`config.mk`:
```
export PLATFORM = sky130hd
export DESIGN_NAME = md_sequencer_flat
export DESIGN_NICKNAME = d
export VERILOG_FILES = /design/src/rtl/md_sequencer_if.sv /design/src/rtl/md_sequencer.sv /design/src/flat_wrapper.sv
export SDC_FILE = /design/constraint.sdc
export NUM_CORES = 1
export LEC_CHECK = 0
export ABC_AREA = 0
export BUFFER_PORTS_ARGS = -buffer_cell sky130_fd_sc_hd__buf_2
export CELL_PAD_IN_SITES_DETAIL_PLACEMENT = 1
export CELL_PAD_IN_SITES_GLOBAL_PLACEMENT = 2
export CORE_MARGIN = 1
export CORE_UTILIZATION = 41
export CTS_CLUSTER_SIZE = 10
export DETAILED_ROUTE_END_ITERATION = 7
export PLACE_DENSITY_LB_ADDON = 0.15
export SLEW_MARGIN = 20
export SYNTH_ARGS = -nofsm -noshare
export SYNTH_HDL_FRONTEND = slang
export SYNTH_SLANG_ARGS = --single-unit
```
`constraint.sdc`:
```
create_clock -name clk -period 7 [get_ports clk]
set_input_delay 0.35 -clock clk [delete_from_list [all_inputs] [get_ports clk]]
set_output_delay 0.35 -clock clk [all_outputs]
set_load 0.005 [all_outputs]
```
`src/rtl/md_sequencer_if.sv`:
```
// md_sequencer_if: execute-stage bundle between the pipeline and the
// multiply/divide sequencer. The master modport is the pipeline side (decoded
// control bits and ALU operands); the slave modport is the md_sequencer side.
interface md_sequencer_if #(
  parameter int WIDTH = 32
);
  logic             mdstart;
  logic             signedop;
  logic             muldivb;
  logic             mthi;
  logic             mtlo;
  logic             hiloread;
  logic             hilosel;
  logic [WIDTH-1:0] srca;
  logic [WIDTH-1:0] srcb;
  logic [WIDTH-1:0] hilorddata;
  logic             mdbusy;
  logic             mdstall;

  modport master (
    output mdstart, signedop, muldivb, mthi, mtlo, hiloread, hilosel, srca, srcb,
    input  hilorddata, mdbusy, mdstall
  );

  modport slave (
    input  mdstart, signedop, muldivb, mthi, mtlo, hiloread, hilosel, srca, srcb,
    output hilorddata, mdbusy, mdstall
  );
endinterface

```
`src/rtl/md_sequencer.sv`:
```
// md_sequencer: iterative multiply/divide unit with HI/LO registers.
// MULT/MULTU use shift-and-add, DIV/DIVU use restoring division; both retire
// one bit per cycle on unsigned magnitudes and fix the signs in a final cycle.
// MFHI/MFLO read combinationally, MTHI/MTLO write when idle, and the unit
// stalls the pipeline for any md instruction issued while it is busy.
// Optional feature macro: MD_EARLY_OUT_EN -- a multiply leaves RUN as soon as
// the remaining multiplier bits are all zero.
module md_sequencer #(
  parameter int WIDTH = 32
) (
  input  logic           clk,
  input  logic           reset,
  md_sequencer_if.slave  md
);

  localparam int CW = $clog2(WIDTH);

  typedef enum logic [1:0] {IDLE, RUN, FIX} state_e;

  state_e               state_q,   state_d;
  logic [CW-1:0]        cnt_q,     cnt_d;
  // Multiply: running product. Divide: {remainder, dividend/quotient}.
  logic [2*WIDTH-1:0]   acc_q,     acc_d;
  // Multiplicand, shifted left one place per iteration.
  logic [2*WIDTH-1:0]   mcand_q,   mcand_d;
  // Multiply: remaining multiplier bits. Divide: divisor magnitude.
  logic [WIDTH-1:0]     mplier_q,  mplier_d;
  logic [WIDTH-1:0]     hi_q,      hi_d;
  logic [WIDTH-1:0]     lo_q,      lo_d;
  logic                 is_mul_q,  is_mul_d;
  logic                 neg_res_q, neg_res_d;
  logic                 neg_rem_q, neg_rem_d;

  // Operand magnitudes and signs, taken straight from the bus at start.
  logic                 a_neg, b_neg;
  logic [WIDTH-1:0]     abs_a, abs_b;

  // One iteration of each datapath, and the sign-fixed results.
  logic [2*WIDTH-1:0]   mul_acc;
  logic [WIDTH:0]       rem_sh;
  logic [WIDTH-1:0]     rem_sub;
  logic                 rem_ge;
  logic [2*WIDTH-1:0]   div_acc;
  logic [2*WIDTH-1:0]   prod_fix;
  logic [WIDTH-1:0]     quo_fix, rem_fix;
  logic                 busy;

  // Operand capture: negate only signed negative inputs.
  always_comb begin
    a_neg = md.signedop & md.srca[WIDTH-1];
    b_neg = md.signedop & md.srcb[WIDTH-1];
    abs_a = a_neg ? -md.srca : md.srca;
    abs_b = b_neg ? -md.srcb : md.srcb;
  end

  // Single-step datapaths for RUN and the sign fix-up for FIX.
  always_comb begin
    mul_acc  = mplier_q[0] ? (acc_q + mcand_q) : acc_q;
    // Shifted remainder needs one extra bit: it can reach 2*divisor-1.
    rem_sh   = acc_q[2*WIDTH-1:WIDTH-1];
    rem_ge   = (rem_sh >= {1'b0, mplier_q});
    // The true difference is below the divisor, so WIDTH bits suffice.
    rem_sub  = rem_sh[WIDTH-1:0] - mplier_q;
    div_acc  = rem_ge ? {rem_sub,           acc_q[WIDTH-2:0], 1'b1}
                      : {rem_sh[WIDTH-1:0], acc_q[WIDTH-2:0], 1'b0};
    prod_fix = neg_res_q ? -acc_q : acc_q;
    quo_fix  = neg_res_q ? -acc_q[WIDTH-1:0]       : acc_q[WIDTH-1:0];
    rem_fix  = neg_rem_q ? -acc_q[2*WIDTH-1:WIDTH] : acc_q[2*WIDTH-1:WIDTH];
  end

  // Sequencer next-state and datapath register updates.
  always_comb begin
    // NOTE: every _d starts as its _q so no branch can leave one unassigned and infer a latch.
    state_d   = state_q;
    cnt_d     = cnt_q;
    acc_d     = acc_q;
    mcand_d   = mcand_q;
    mplier_d  = mplier_q;
    hi_d      = hi_q;
    lo_d      = lo_q;
    is_mul_d  = is_mul_q;
    neg_res_d = neg_res_q;
    neg_rem_d = neg_rem_q;

    unique case (state_q)
      IDLE: begin
        if (md.mdstart) begin
          // A start takes priority; a coincident MT write is dropped.
          state_d   = RUN;
          cnt_d     = '0;
          is_mul_d  = md.muldivb;
          neg_res_d = a_neg ^ b_neg;
          neg_rem_d = a_neg;
          mplier_d  = abs_b;
          if (md.muldivb) begin
            acc_d   = '0;
            mcand_d = {{WIDTH{1'b0}}, abs_a};
          end else begin
            acc_d   = {{WIDTH{1'b0}}, abs_a};
            mcand_d = '0;
          end
        end else begin
          if (md.mthi) hi_d = md.srca;
          if (md.mtlo) lo_d = md.srca;
        end
      end

      RUN: begin
        if (is_mul_q) begin
          acc_d    = mul_acc;
          mcand_d  = mcand_q << 1;
          mplier_d = mplier_q >> 1;
        end else begin
          acc_d    = div_acc;
        end
        cnt_d = cnt_q + 1'b1;
        if (cnt_q == CW'(WIDTH - 1)) state_d = FIX;
`ifdef MD_EARLY_OUT_EN
        // No multiplier bits left after this step: the product is final.
        if (is_mul_q && ((mplier_q >> 1) == '0)) state_d = FIX;
`else
`endif
      end

      FIX: begin
        state_d = IDLE;
        cnt_d   = '0;
        if (is_mul_q) begin
          hi_d = prod_fix[2*WIDTH-1:WIDTH];
          lo_d = prod_fix[WIDTH-1:0];
        end else begin
          hi_d = rem_fix;
          lo_d = quo_fix;
        end
      end

      default: state_d = IDLE;
    endcase
  end

  // State registers; reset aborts any operation and clears HI/LO.
  always_ff @(posedge clk or negedge reset) begin
    if (!reset) begin
      state_q   <= IDLE;
      cnt_q     <= '0;
      acc_q     <= '0;
      mcand_q   <= '0;
      mplier_q  <= '0;
      hi_q      <= '0;
      lo_q      <= '0;
      is_mul_q  <= 1'b0;
      neg_res_q <= 1'b0;
      neg_rem_q <= 1'b0;
    end else begin
      // NOTE: non-blocking assignments so every flop samples pre-edge values.
      state_q   <= state_d;
      cnt_q     <= cnt_d;
      acc_q     <= acc_d;
      mcand_q   <= mcand_d;
      mplier_q  <= mplier_d;
      hi_q      <= hi_d;
      lo_q      <= lo_d;
      is_mul_q  <= is_mul_d;
      neg_res_q <= neg_res_d;
      neg_rem_q <= neg_rem_d;
    end
  end

  // Status and read port back to the pipeline.
  always_comb begin
    busy          = (state_q != IDLE);
    md.mdbusy     = busy;
    md.mdstall    = busy & (md.mdstart | md.mthi | md.mtlo | md.hiloread);
    md.hilorddata = md.hilosel ? lo_q : hi_q;
  end

endmodule
```
`src/flat_wrapper.sv`:
```
// flat-port wrapper written by rule: the top's interface ports become plain ports
module md_sequencer_flat 
#(
  parameter int WIDTH = 32
)
  (clk, reset, md_mdstart, md_signedop, md_muldivb, md_mthi, md_mtlo, md_hiloread, md_hilosel, md_srca, md_srcb, md_hilorddata, md_mdbusy, md_mdstall);
  md_sequencer_if #(.WIDTH(WIDTH)) md_i ();
  input  logic clk;
  input  logic reset;
  input wire logic [$bits(md_i.mdstart)-1:0] md_mdstart;
  input wire logic [$bits(md_i.signedop)-1:0] md_signedop;
  input wire logic [$bits(md_i.muldivb)-1:0] md_muldivb;
  input wire logic [$bits(md_i.mthi)-1:0] md_mthi;
  input wire logic [$bits(md_i.mtlo)-1:0] md_mtlo;
  input wire logic [$bits(md_i.hiloread)-1:0] md_hiloread;
  input wire logic [$bits(md_i.hilosel)-1:0] md_hilosel;
  input wire logic [$bits(md_i.srca)-1:0] md_srca;
  input wire logic [$bits(md_i.srcb)-1:0] md_srcb;
  output wire logic [$bits(md_i.hilorddata)-1:0] md_hilorddata;
  output wire logic [$bits(md_i.mdbusy)-1:0] md_mdbusy;
  output wire logic [$bits(md_i.mdstall)-1:0] md_mdstall;
  assign md_i.mdstart = md_mdstart;
  assign md_i.signedop = md_signedop;
  assign md_i.muldivb = md_muldivb;
  assign md_i.mthi = md_mthi;
  assign md_i.mtlo = md_mtlo;
  assign md_i.hiloread = md_hiloread;
  assign md_i.hilosel = md_hilosel;
  assign md_i.srca = md_srca;
  assign md_i.srcb = md_srcb;
  assign md_hilorddata = md_i.hilorddata;
  assign md_mdbusy = md_i.mdbusy;
  assign md_mdstall = md_i.mdstall;
  md_sequencer #(.WIDTH(WIDTH)) u_core (.clk(clk), .reset(reset), .md(md_i));
endmodule
```
==> out/qor.csv <==
stage,metric,value,unit
setup_path,slowest_stage,nor4_1,
setup_path,cpPeakStageDelay,870,ps
drt,drt-wirelength-per-cell,25.42,um
placement,hpwl,56.37,mm
logic_synthesis,yosysSeqAreaShare,30.82,%
logic_synthesis,netlist_area,0.01900,mm^2
setup_path,cp-start-kind,flop,
sta,slew_violations,0,
setup_path,rrSetupSlack,2340,ps
sta,slew-limit-headroom,21.96,%
logic_synthesis,synth_ff_type,dfrtp_1,
cts,cts_buffer_depth,3,
sta,max_freq,214.7,MHz
setup_path,crit_required,7440,ps
min_path,min_to,u_core.mplier_q[31]$_DFFE_PN0P_,
drt,drc,0,
logic_synthesis,avgSynthCellArea,8.254,um^2
sta,finalHoldViolations,0,
drt,antenna_left,0,
placement,post_dp_cell_area,0.01995,mm^2
floorplanning,core_area,0.04558,mm^2
logic_synthesis,ys_ff_latch,234,
cts,clk_pin_slew,60,ps
floorplanning,die_w,217.3,um
sta,setup_viol,0,
drt,drt_wl_total,74.65,mm
setup_path,reg2reg_depth,11,
setup_path,r2r_start,u_core.acc_q[4]$_DFFE_PN0P_,
run_status,status,"finished, final reports clean",
floorplanning,start_util,41.69,%
logic_synthesis,async_flop_share,100.0,%
sta,clock_skew,13.35,ps
setup_path,cp_top_family,simple AND/OR/NAND/NOR gates,
cts,cts_sinks,234,
logic_synthesis,netlist_top_cells_count,"234 x dfrtp_1, 232 x o21ai_0, 212 x nand2_1",
setup_path,critical_path_arrival,5090,ps
drt,vias,18260,
cts,cts_tree,built,
sta,min_period_over_period,66.53,%
cts,cts_hold_buffers,1,
drt,firstDrtPassIters,5,
cts,cts_root_buf,clkbuf_16,
setup_path,r2r-end,u_core.hi_q[21]$_DFFE_PN0P_,
sta,rsz0062_at_grt,false,
logic_synthesis,netlist.area_leader.share,30.82,%
logic_synthesis,synthCells,2302,
logic_synthesis,synth-edff-count,0,
grt,antenna_found_initial,2,
logic_synthesis,synth-simple-area-share,15.33,%
min_path,hold_start,md_srcb[31],
logic_synthesis,synthTopCellsByArea,"dfrtp_1 31%, ha_1 6.7%, o21ai_0 6.1%",
pwr,ir_worst_vdd,0.0002625,V
cts,cts_resized,0,
setup_path,cp-end-kind,flop,
cells_and_area,area.growth.synth_to_final,10.43,%
floorplanning,die_area,0.04721,mm^2
placement,numPortBuffers,106,
logic_synthesis,synth_xor_area_share,9.127,%
logic_synthesis,synth_top_cell_by_area,dfrtp_1,
sta,fin_setup_tns,0,ps
floorplanning,pin_count,107,
setup_path,path_class,flop to flop,
flow_run,maxCapViolations,0,
setup_path,cp_max_fo,6,
cts,cts-htree-levels,1,
placement,gp_congestion,0.9070,
logic_synthesis,yosys.cell_count.top_type,dfrtp_1,
logic_synthesis,yosysWarningCount,0,
logic_synthesis,netlist-cell-type-count,79,
cts,cts_buffers,31,
min_path,hp-class,primary input to flop,
sta,setup_slack,2343,ps
cells_and_area,drive_gt1_share,10.71,%
logic_synthesis,yosys.area_share.adder,6.862,%
grt,track_usage,31.73,%
drt,drt_iter0_drc,1195,
setup_path,path_buf_inv,0,
min_path,hold_depth,3,
logic_synthesis,muxShareOfSynthArea,5.130,%
cells_and_area,final_net_count,2488,
pwr,p_per_area,552.6,mW/mm^2
grt,grt_overflow,0,
floorplanning,fp.dieH,217.3,um
cts,clk_latency,580,ps
floorplanning,row_count,78,
logic_synthesis,synth_top_family_by_area,compound AO/OA/AOI/OAI gates,
logic_synthesis,synth_compound_area_share,28.33,%
pwr,power.leakage,9.143,nW
sta,finalCriticalPeriod,4657,ps
setup_path,path_cells,"nor4_1, nand2_1, nand4bb_2, or3b_4, nor3_1, nand2_1, a21oi_1, a22oi_1, o21ai_0, xor2_1, o21ai_0",
placement,dp_slack,2396,ps
grt,grt_max_degree,138,
cts,cts_setup_buffers,0,
drt,viasPerCell,6.218,
grt,grt_pass1_vias,19160,
logic_synthesis,syn-num-nets,2478,
cells_and_area,final_area,0.02098,mm^2
sta,tightest_slew,1166,ps
grt,grt_pass1_wl,116.2,mm
## sequential cells by signal (all words and copies together), names as in the netlist
signal and count:
u_core.neg_rem_q 1, u_core.mplier_q 32, u_core.hi_q 32, u_core.acc_q 64
u_core.is_mul_q 1, u_core.mcand_q 64, u_core.lo_q 32, u_core.state_q 2
u_core.neg_res_q 1, u_core.cnt_q 5
## cell usage in the layout (no fill, tap or decap), drive strengths merged, types with 32 or more instances in the layout
cell | Yosys | routed
inv | 71 | 71
a22o | 32 | 32
nand2 | 212 | 212
dfrtp | 234 | 234
a21oi | 207 | 207
xnor2 | 101 | 101
mux2i | 49 | 49
nor3 | 33 | 33
nor2 | 163 | 163
clkbuf | 124 | 51
buf | 25 | 125
a21o | 65 | 65
o21ai | 244 | 244
nand3 | 33 | 33
a22oi | 82 | 82
xor2 | 97 | 97
ha | 101 | 101
mux2 | 43 | 43
## worst max-delay path by stage
| stage | start | cells past startpoint | slack (ps) | endpoint |
|---|---|---|---|---|
| 6_report | u_core.acc_q[4]$_DFFE_PN0P_ | 11 | 2340 | u_core.hi_q[21]$_DFFE_PN0P_ |
| 5_1_grt | u_core.acc_q[38]$_DFFE_PN0P_ | 13 | 2300 | u_core.acc_q[35]$_DFFE_PN0P_ |
| 4_1_cts | u_core.acc_q[4]$_DFFE_PN0P_ | 11 | 2400 | u_core.hi_q[21]$_DFFE_PN0P_ |
| 3_5_place_dp | u_core.acc_q[4]$_DFFE_PN0P_ | 11 | 2400 | u_core.hi_q[21]$_DFFE_PN0P_ |
| 3_3_place_gp | u_core.acc_q[4]$_DFFE_PN0P_ | 11 | 2310 | u_core.hi_q[21]$_DFFE_PN0P_ |
| 2_1_floorplan | u_core.acc_q[33]$_DFFE_PN0P_ | 12 | 3640 | u_core.acc_q[63]$_DFFE_PN0P_ |
## worst reg2reg max path, delay by kind of cell, from the launching register on
kind                      cells  cell delay, ps
AOI/OAI and AO/OA             4             930
and+or+nand+nor               6            2830
xor gates and xnor gates      1             300
DFF                           1             440
## where the power goes
group	leakage, nW	total (mW)	switching (mW)	internal (mW)
logic	5.67	7.18	4.37	2.81
registers	2.97	2.79	0.872	1.92
clock network	0.500	1.62	0.644	0.977
## cells by family after synthesis
| logic type | after synthesis |
|---|---|
| and+or+nand+nor | 615 |
| buffers and inverters | 220 |
| xor gates and xnor gates | 198 |
| AOI/OAI and AO/OA | 840 |
| adders and majority gates | 103 |
| muxes | 92 |
| DFF | 234 |
## stage by stage
| step | std cells | hold slack, ps | total power, mW | utilization, % |
|---|---|---|---|---|
| global route | 2936 | 63.25 | 12.44 | 46.03 |
| CTS | 2935 | 35.04 | 11.59 | 46.02 |
| detailed placement | 2878 | 439.8 | 9.913 | 43.77 |
| floorplan | 2302 | 54.41 | 7.555 | - |
| finish | 2937 | 57.42 | 11.59 | 46.04 |
| global placement | 2878 | 441.0 | 9.743 | 43.77 |
## per-layer routing
layer	share of wire [%]	global-route usage (%)	vias to the layer above
met1	43	39.80	9243
met2	49	54.76	413
met3	4.0	3.452	151
met5	0	0	-
li1	-	-	8454
met4	4.4	14.08	0
## final cells by class
cell class	count	area (um^2)
fill	5420	24590
multi-input combinational	1848	12380
clock buffer	51	940.9
clock inverter	5	75.07
tap	600	750.7
sequential	234	5857
antenna	2	5.005
inverter	71	266.5
timing repair buffer	126	705.7
Note: power is estimated with default switching activity, not from simulation.
